$ cat src/rtl/uart_rx_buffer_if.sv
// Consumer-side bundle for uart_rx_buffer: serial line in, FWFT byte stream out, error pulses.
// The receiver uses the slave modport; the consumer or testbench uses master.
interface uart_rx_buffer_if;
    logic       rx;
    logic [7:0] data;
    logic       valid;
    logic       ready;
    logic       overrun;
    logic       framing_err;
    logic       parity_err;

    modport slave (
        input  rx,
        input  ready,
        output data,
        output valid,
        output overrun,
        output framing_err,
        output parity_err
    );

    modport master (
        output rx,
        output ready,
        input  data,
        input  valid,
        input  overrun,
        input  framing_err,
        input  parity_err
    );
endinterface

$ cat src/rtl/uart_rx_buffer.sv
// 8-bit UART receiver feeding a first-word-fall-through FIFO.
// Define UART_RX_PARITY_EN for an even-parity bit between bit 7 and the stop bit.
module uart_rx_buffer #(
    parameter int unsigned CLK_FREQ   = 12000000,
    parameter int unsigned BAUD       = 9600,
    parameter int unsigned FIFO_DEPTH = 16
) (
    input logic             clk,
    input logic             clr_n,
    uart_rx_buffer_if.slave bus
);
    localparam int unsigned ClksPerBit = CLK_FREQ / BAUD;
    localparam int unsigned HalfBit    = ClksPerBit / 2;
    localparam int unsigned TimerW     = $clog2(ClksPerBit);
    localparam int unsigned AddrW      = $clog2(FIFO_DEPTH);
    localparam int unsigned PtrW       = AddrW + 1;

    typedef enum logic [2:0] {
        StIdle,
        StStart,
        StData,
        StParity,
        StStop,
        StWaitIdle
    } state_e;

    // ---------------------------------------------------------------------
    // Input synchronizer; both flops reset to the idle (high) line level.
    // ---------------------------------------------------------------------
    logic rx_meta_q;
    logic rx_sync_q;

    always_ff @(posedge clk or negedge clr_n) begin
        if (!clr_n) begin
            rx_meta_q <= 1'b1;
            rx_sync_q <= 1'b1;
        end else begin
            rx_meta_q <= bus.rx;
            rx_sync_q <= rx_meta_q;
        end
    end

    // ---------------------------------------------------------------------
    // Receiver FSM
    // ---------------------------------------------------------------------
    state_e              state_q;
    logic [TimerW-1:0]   timer_q;
    logic [2:0]          bit_cnt_q;
    logic [7:0]          shift_q;
    logic                framing_err_q;
    logic                parity_err_q;
    logic                half_done;
    logic                bit_done;
    logic                stop_sample;
    logic                push_req;

    assign half_done   = (timer_q == TimerW'(HalfBit - 1));
    assign bit_done    = (timer_q == TimerW'(ClksPerBit - 1));
    assign stop_sample = (state_q == StStop) && bit_done;

`ifdef UART_RX_PARITY_EN
    logic par_bit_q;
    logic parity_bad;

    assign parity_bad = (par_bit_q != ^shift_q);
    assign push_req   = stop_sample && rx_sync_q && !parity_bad;
`else
    assign push_req   = stop_sample && rx_sync_q;
`endif

    always_ff @(posedge clk or negedge clr_n) begin
        if (!clr_n) begin
            state_q       <= StIdle;
            timer_q       <= '0;
            bit_cnt_q     <= '0;
            shift_q       <= '0;
            framing_err_q <= 1'b0;
            parity_err_q  <= 1'b0;
`ifdef UART_RX_PARITY_EN
            par_bit_q     <= 1'b0;
`endif
        end else begin
            framing_err_q <= 1'b0;
            parity_err_q  <= 1'b0;
            unique case (state_q)
                StIdle: begin
                    timer_q   <= '0;
                    bit_cnt_q <= '0;
                    if (!rx_sync_q) begin
                        state_q <= StStart;
                    end
                end
                StStart: begin
                    if (half_done) begin
                        timer_q <= '0;
                        // A start bit that is high again at mid-bit was a glitch.
                        state_q <= rx_sync_q ? StIdle : StData;
                    end else begin
                        timer_q <= timer_q + TimerW'(1);
                    end
                end
                StData: begin
                    if (bit_done) begin
                        timer_q   <= '0;
                        shift_q   <= {rx_sync_q, shift_q[7:1]};
                        bit_cnt_q <= bit_cnt_q + 3'd1;
                        if (bit_cnt_q == 3'd7) begin
`ifdef UART_RX_PARITY_EN
                            state_q <= StParity;
`else
                            state_q <= StStop;
`endif
                        end
                    end else begin
                        timer_q <= timer_q + TimerW'(1);
                    end
                end
`ifdef UART_RX_PARITY_EN
                StParity: begin
                    if (bit_done) begin
                        timer_q   <= '0;
                        par_bit_q <= rx_sync_q;
                        state_q   <= StStop;
                    end else begin
                        timer_q <= timer_q + TimerW'(1);
                    end
                end
`endif
                StStop: begin
                    if (bit_done) begin
                        timer_q <= '0;
                        if (!rx_sync_q) begin
                            framing_err_q <= 1'b1;
                            state_q       <= StWaitIdle;
                        end else begin
`ifdef UART_RX_PARITY_EN
                            parity_err_q  <= parity_bad;
`endif
                            state_q       <= StIdle;
                        end
                    end else begin
                        timer_q <= timer_q + TimerW'(1);
                    end
                end
                StWaitIdle: begin
                    if (rx_sync_q) begin
                        state_q <= StIdle;
                    end
                end
                default: state_q <= StIdle;
            endcase
        end
    end

    // ---------------------------------------------------------------------
    // FWFT FIFO; pointers carry one extra wrap bit to tell full from empty.
    // ---------------------------------------------------------------------
    logic [7:0]      mem_q [FIFO_DEPTH];
    logic [PtrW-1:0] wr_ptr_q;
    logic [PtrW-1:0] wr_ptr_d;
    logic [PtrW-1:0] rd_ptr_q;
    logic [PtrW-1:0] rd_ptr_d;
    logic            empty;
    logic            full;
    logic            do_pop;
    logic            do_push;
    logic            overrun_q;

    assign empty   = (wr_ptr_q == rd_ptr_q);
    assign full    = (wr_ptr_q[AddrW] != rd_ptr_q[AddrW]) &&
                     (wr_ptr_q[AddrW-1:0] == rd_ptr_q[AddrW-1:0]);
    assign do_pop  = !empty && bus.ready;
    // When full, a simultaneous pop frees the slot being written.
    assign do_push = push_req && (!full || do_pop);

    always_comb begin
        wr_ptr_d = wr_ptr_q;
        rd_ptr_d = rd_ptr_q;
        if (do_push) begin
            wr_ptr_d = wr_ptr_q + PtrW'(1);
        end
        if (do_pop) begin
            rd_ptr_d = rd_ptr_q + PtrW'(1);
        end
    end

    always_ff @(posedge clk or negedge clr_n) begin
        if (!clr_n) begin
            wr_ptr_q  <= '0;
            rd_ptr_q  <= '0;
            overrun_q <= 1'b0;
        end else begin
            wr_ptr_q  <= wr_ptr_d;
            rd_ptr_q  <= rd_ptr_d;
            overrun_q <= push_req && full && !do_pop;
        end
    end

    always_ff @(posedge clk) begin
        if (do_push) begin
            mem_q[wr_ptr_q[AddrW-1:0]] <= shift_q;
        end
    end

    assign bus.valid       = !empty;
    assign bus.data        = empty ? 8'h00 : mem_q[rd_ptr_q[AddrW-1:0]];
    assign bus.overrun     = overrun_q;
    assign bus.framing_err = framing_err_q;
    assign bus.parity_err  = parity_err_q;

    a_err_exclusive: assert property (@(posedge clk) disable iff (!clr_n)
        $onehot0({overrun_q, framing_err_q, parity_err_q}));

endmodule

$ cat src/flat_wrapper.sv
// flat-port wrapper written by rule: the top's interface ports become plain ports
module uart_rx_buffer_flat 
#(
    parameter int unsigned CLK_FREQ   = 12000000,
    parameter int unsigned BAUD       = 9600,
    parameter int unsigned FIFO_DEPTH = 16
)
  (clk, clr_n, bus_rx, bus_ready, bus_data, bus_valid, bus_overrun, bus_framing_err, bus_parity_err);
  uart_rx_buffer_if bus_i ();
  input logic clk;
  input logic clr_n;
  input wire logic [$bits(bus_i.rx)-1:0] bus_rx;
  input wire logic [$bits(bus_i.ready)-1:0] bus_ready;
  output wire logic [$bits(bus_i.data)-1:0] bus_data;
  output wire logic [$bits(bus_i.valid)-1:0] bus_valid;
  output wire logic [$bits(bus_i.overrun)-1:0] bus_overrun;
  output wire logic [$bits(bus_i.framing_err)-1:0] bus_framing_err;
  output wire logic [$bits(bus_i.parity_err)-1:0] bus_parity_err;
  assign bus_i.rx = bus_rx;
  assign bus_i.ready = bus_ready;
  assign bus_data = bus_i.data;
  assign bus_valid = bus_i.valid;
  assign bus_overrun = bus_i.overrun;
  assign bus_framing_err = bus_i.framing_err;
  assign bus_parity_err = bus_i.parity_err;
  uart_rx_buffer #(.CLK_FREQ(CLK_FREQ), .BAUD(BAUD), .FIFO_DEPTH(FIFO_DEPTH)) u_core (.clk(clk), .clr_n(clr_n), .bus(bus_i));
endmodule
$ cat config.mk
export PLATFORM = sky130hd
export DESIGN_NAME = uart_rx_buffer_flat
export DESIGN_NICKNAME = d
export VERILOG_FILES = /design/src/rtl/uart_rx_buffer_if.sv /design/src/rtl/uart_rx_buffer.sv /design/src/flat_wrapper.sv
export SDC_FILE = /design/constraint.sdc
export NUM_CORES = 1
export LEC_CHECK = 0
export ABC_AREA = 0
export BUFFER_PORTS_ARGS = -buffer_cell sky130_fd_sc_hd__buf_2
export CAP_MARGIN = 20
export CORE_UTILIZATION = 65
export DETAILED_ROUTE_END_ITERATION = 16
export PLACE_DENSITY = 0.82
export SYNTH_ARGS = -nofsm -noshare
export SYNTH_HDL_FRONTEND = slang
export SYNTH_SLANG_ARGS = --single-unit
$ cat constraint.sdc
create_clock -name clk -period 5.48 [get_ports clk]
set_input_delay 0.548 -clock clk [delete_from_list [all_inputs] [get_ports clk]]
set_output_delay 0.548 -clock clk [all_outputs]
set_load 0.01 [all_outputs]
==> results.md <==
- NumNets Final: 463
- CP required: 4.93 ns
- Final Slew Violations: 0
- Ratio of cells with drive above 1 in the final layout: 22.94%
- Static Leakage: 3.170 nW
- Met3 routed WL: 1065 µm
- Final wirelength: 15080 µm
- Synth warnings: 0
- GRT Util Overall: 28.83%
- Crit. End Element: primary output
- Port Buf Inserts: 14
- Final setup viols: 0
- Post-route setup TNS: 0 ns
- Worst relative slew slack: about two fifths
- Die footprint: approximately 11000 µm²
- Maximum number of pins on one net before global-route repair: 40
- Tmin final: roughly 3.7 ns
- Final Power: 0.003046 W
- Die width: 107.2 µm
- IO Pins: 16
- Synth Register Bits: 167
- Site Rows: 38
- Main synth FF type: edfxtp_1
- Critical path launch point type: flop
- CTS tree: done
- Async set-reset flop share out of synthesis: 23.35%
- DR iter-0 viols: 327
- CORE AREA: ~11000 µm²
- Drt pass-1 iters: 5
- Cts hold-fix bufs: 0
- Hold Crit Class: input port to flop
- Hold Vio Cnt, Final: 0
- Antenna violations before repair: 0
- Fillers: roughly 600
- WHS: around 0.12 ns
- Slew @ Worst Pin: 0.8714 ns
- Clk buf depth: 2
- Cells resized by post-CTS repair: 0
- Post-Syn Nets: 448
- DRC viols: 0
- Largest cells by area after synthesis: edfxtp_1 (53%), dfrtp_1 (13%), mux4_2 (10%)
- Layout area overhead: 10.27%
- Max stage delay cell, worst path: dfrtp_1
- Routed via count: just over 4000
- Num CTS Buffers: 17
- Routed wire length per instance: 25.05 µm
- RSZ-0062 raised after global routing: no
- Clock sinks: 167
- Mapped Cells: around 430
- CP max stage delay: 0.84 ns
- Vias in the first global route: 3980
- First-pass GRT wire length: 22940 µm
- Setup Buffers After CTS: 0
- Max VDD drop: about 0.00026 V
- Period Utilization, post-route: 67.89%
- EDFF count, synth: 128
- H-tree level count: 4
- DRT antenna net count: 0
- Post-Syn Area: 7187 µm²
- CP Data Arrival Time: 3.17 ns
- Starting Density: 66.59%
- Multi-input logic area: 2197 µm²
- Max-cap viol count: 0
- Via-to-Cell Ratio: between 6 and 7
- HPWL Detailed: slightly above 9000 µm
- Worst Skew: 0.01151 ns
- Total grt overflow: 0
- Worst-path clk slew: 0.07 ns
- Cell Chain, Critical Path: buf_4, xnor2_1, nand4_1, nor2_1, a211oi_1, buf_2
- Pwr/cell area: 384.4 nW/µm²
- Mean post-synth cell area: 16.56 µm²
- DRT met1 WL: 5891 µm
- Critical-path maximum fanout: 19
- Area fraction of the dominant cell type after synthesis: 53.48%
- Die Y: between 100 and 150 µm
- WS Path Type: flop to primary output
- Max Freq: roughly 270 MHz
- Antenna cells: 0
- DR top layer: met4
- Metal2 WL: 7678 µm
- Leading area contributor after synthesis: edfxtp_1
- Sequential cell area: a little under 5000 µm²
- RePlAce Congestion: a little over 0.8
- Clock latency on the worst-skew pair: 0.54 ns
- Layout Utilization: 73.43%
- CTS root buffer: clkbuf_8
- Sequential-to-total area share from yosys stat: 67.10%
- Synth unique cells: 58
- Outcome: finished clean
[cell usage after synthesis (2+ instances only)]
cell type,number
mux2i_1,9
buf_2,6
mux2_2,12
nor3_1,3
inv_1,12
o31a_1,2
o21ai_0,4
nor4_1,3
a211oi_1,19
nor2b_1,13
mux4_2,32
edfxtp_1,128
dfstp_2,2
nor3b_1,3
nor2_1,8
nand4_1,3
a22o_1,2
o22ai_1,6
and3_2,3
buf_4,5
clkbuf_1,8
clkbuf_2,2
o211ai_1,5
xor2_1,4
nand3_1,3
a32o_1,2
nand2_1,25
o21a_1,3
a311oi_1,2
and3_1,15
dfrtp_1,37
ha_1,10
nand2b_1,2
nor4bb_1,2
a31oi_1,2
o21bai_1,2
xnor2_1,9
and2_1,4
or3_1,3
[metal layers]
layer	GRT usage, %	vias up
met5	0	-
met4	11.35	0
met3	7.842	37
met2	47.05	216
met1	37.10	2025
li1	-	1747
[logic make-up after synthesis]
| logic type | Yosys count | share of synthesized area (%) |
|---|---|---|
| AO/OA/AOI/OAI | 55 | 5.815 |
| XOR/XNOR | 13 | 1.584 |
| adder cells (fa/ha/maj) | 11 | 1.880 |
| buffers and inverters | 35 | 2.333 |
| flip-flops | 167 | 67.10 |
| multiplexers | 53 | 13.16 |
| other | 1 | 0.05218 |
| AND/OR/NAND/NOR | 99 | 8.078 |
[metrics by stage]
stage / area (µm²) / setup slack [ns] / cells
4_1_cts: 7925 / 1.746 / 602
5_1_grt: 7925 / 1.657 / 602
3_5_place_dp: 7348 / 2.403 / 570
6_report: 7925 / 1.759 / 602
2_1_floorplan: 7187 / 3.245 / 434
3_3_place_gp: 7348 / 2.482 / 570
[report_power, final]
part	switching (W)	total, W	internal, W
combinational	0.000188	0.000382	0.000194
clock	0.000508	0.00117	0.000660
sequential	0.000130	0.00150	0.00137
[path summary, 6_finish.rpt]
path | startpoint | endpoint | slack (ns) | cells after the start
setup / recovery | u_core.rd_ptr_q[1] | bus_data[0] | 1.76 | 6
hold / removal | bus_rx | u_core.rx_meta_q | 0.12 | 1
hold reg to reg | u_core.rx_meta_q | u_core.rx_sync_q | 0.36 | 0
min in group asynchronous | clr_n | u_core.bit_cnt_q[1] | 0.13 | 1
setup reg to reg | u_core.rd_ptr_q[1] | u_core.mem_q[8][0] | 2.26 | 5
max in group asynchronous | clr_n | u_core.rd_ptr_q[0] | 4.75 | 1
[cell type report]
type / count / share of cell area (%)
flip-flops and latches: 167 / 60.86
repair buffers: 19 / 1.358
clock buffers: 18 / 5.273
well taps: 140 / 2.210
multi-input cells: 232 / 27.72
clock inverters: 14 / 2.005
inverters: 12 / 0.5684
[cells in the final DEF, fill, tap and decap left out, types with 10 or more instances in the layout]
cell and count:
a211oi_1 19, and3_1 15, buf_2 14, clkbuf_16 16
dfrtp_1 36, edfxtp_1 128, ha_1 10, inv_1 12
mux2_2 12, mux4_2 32, nand2_1 25, nor2b_1 13
[flip-flops by register name, summed over array words and instances, names as in the netlist, 3 cells and up]
signal,flops
u_core.bit_cnt_q,3
u_core.mem_q,128
u_core.rd_ptr_q,5
u_core.shift_q,8
u_core.state_q,3
u_core.timer_q,11
u_core.wr_ptr_q,5
[critical path, delay by kind of cell (launching register included)]
| kind | cells | cell delay [ns] |
|---|---|---|
| flip-flops | 1 | 0.84 |
| XOR/XNOR | 1 | 0.17 |
| AO/OA/AOI/OAI | 1 | 0.14 |
| buffers and inverters | 2 | 0.60 |
| AND/OR/NAND/NOR | 2 | 0.88 |
Power figures use the tool's default switching activity.
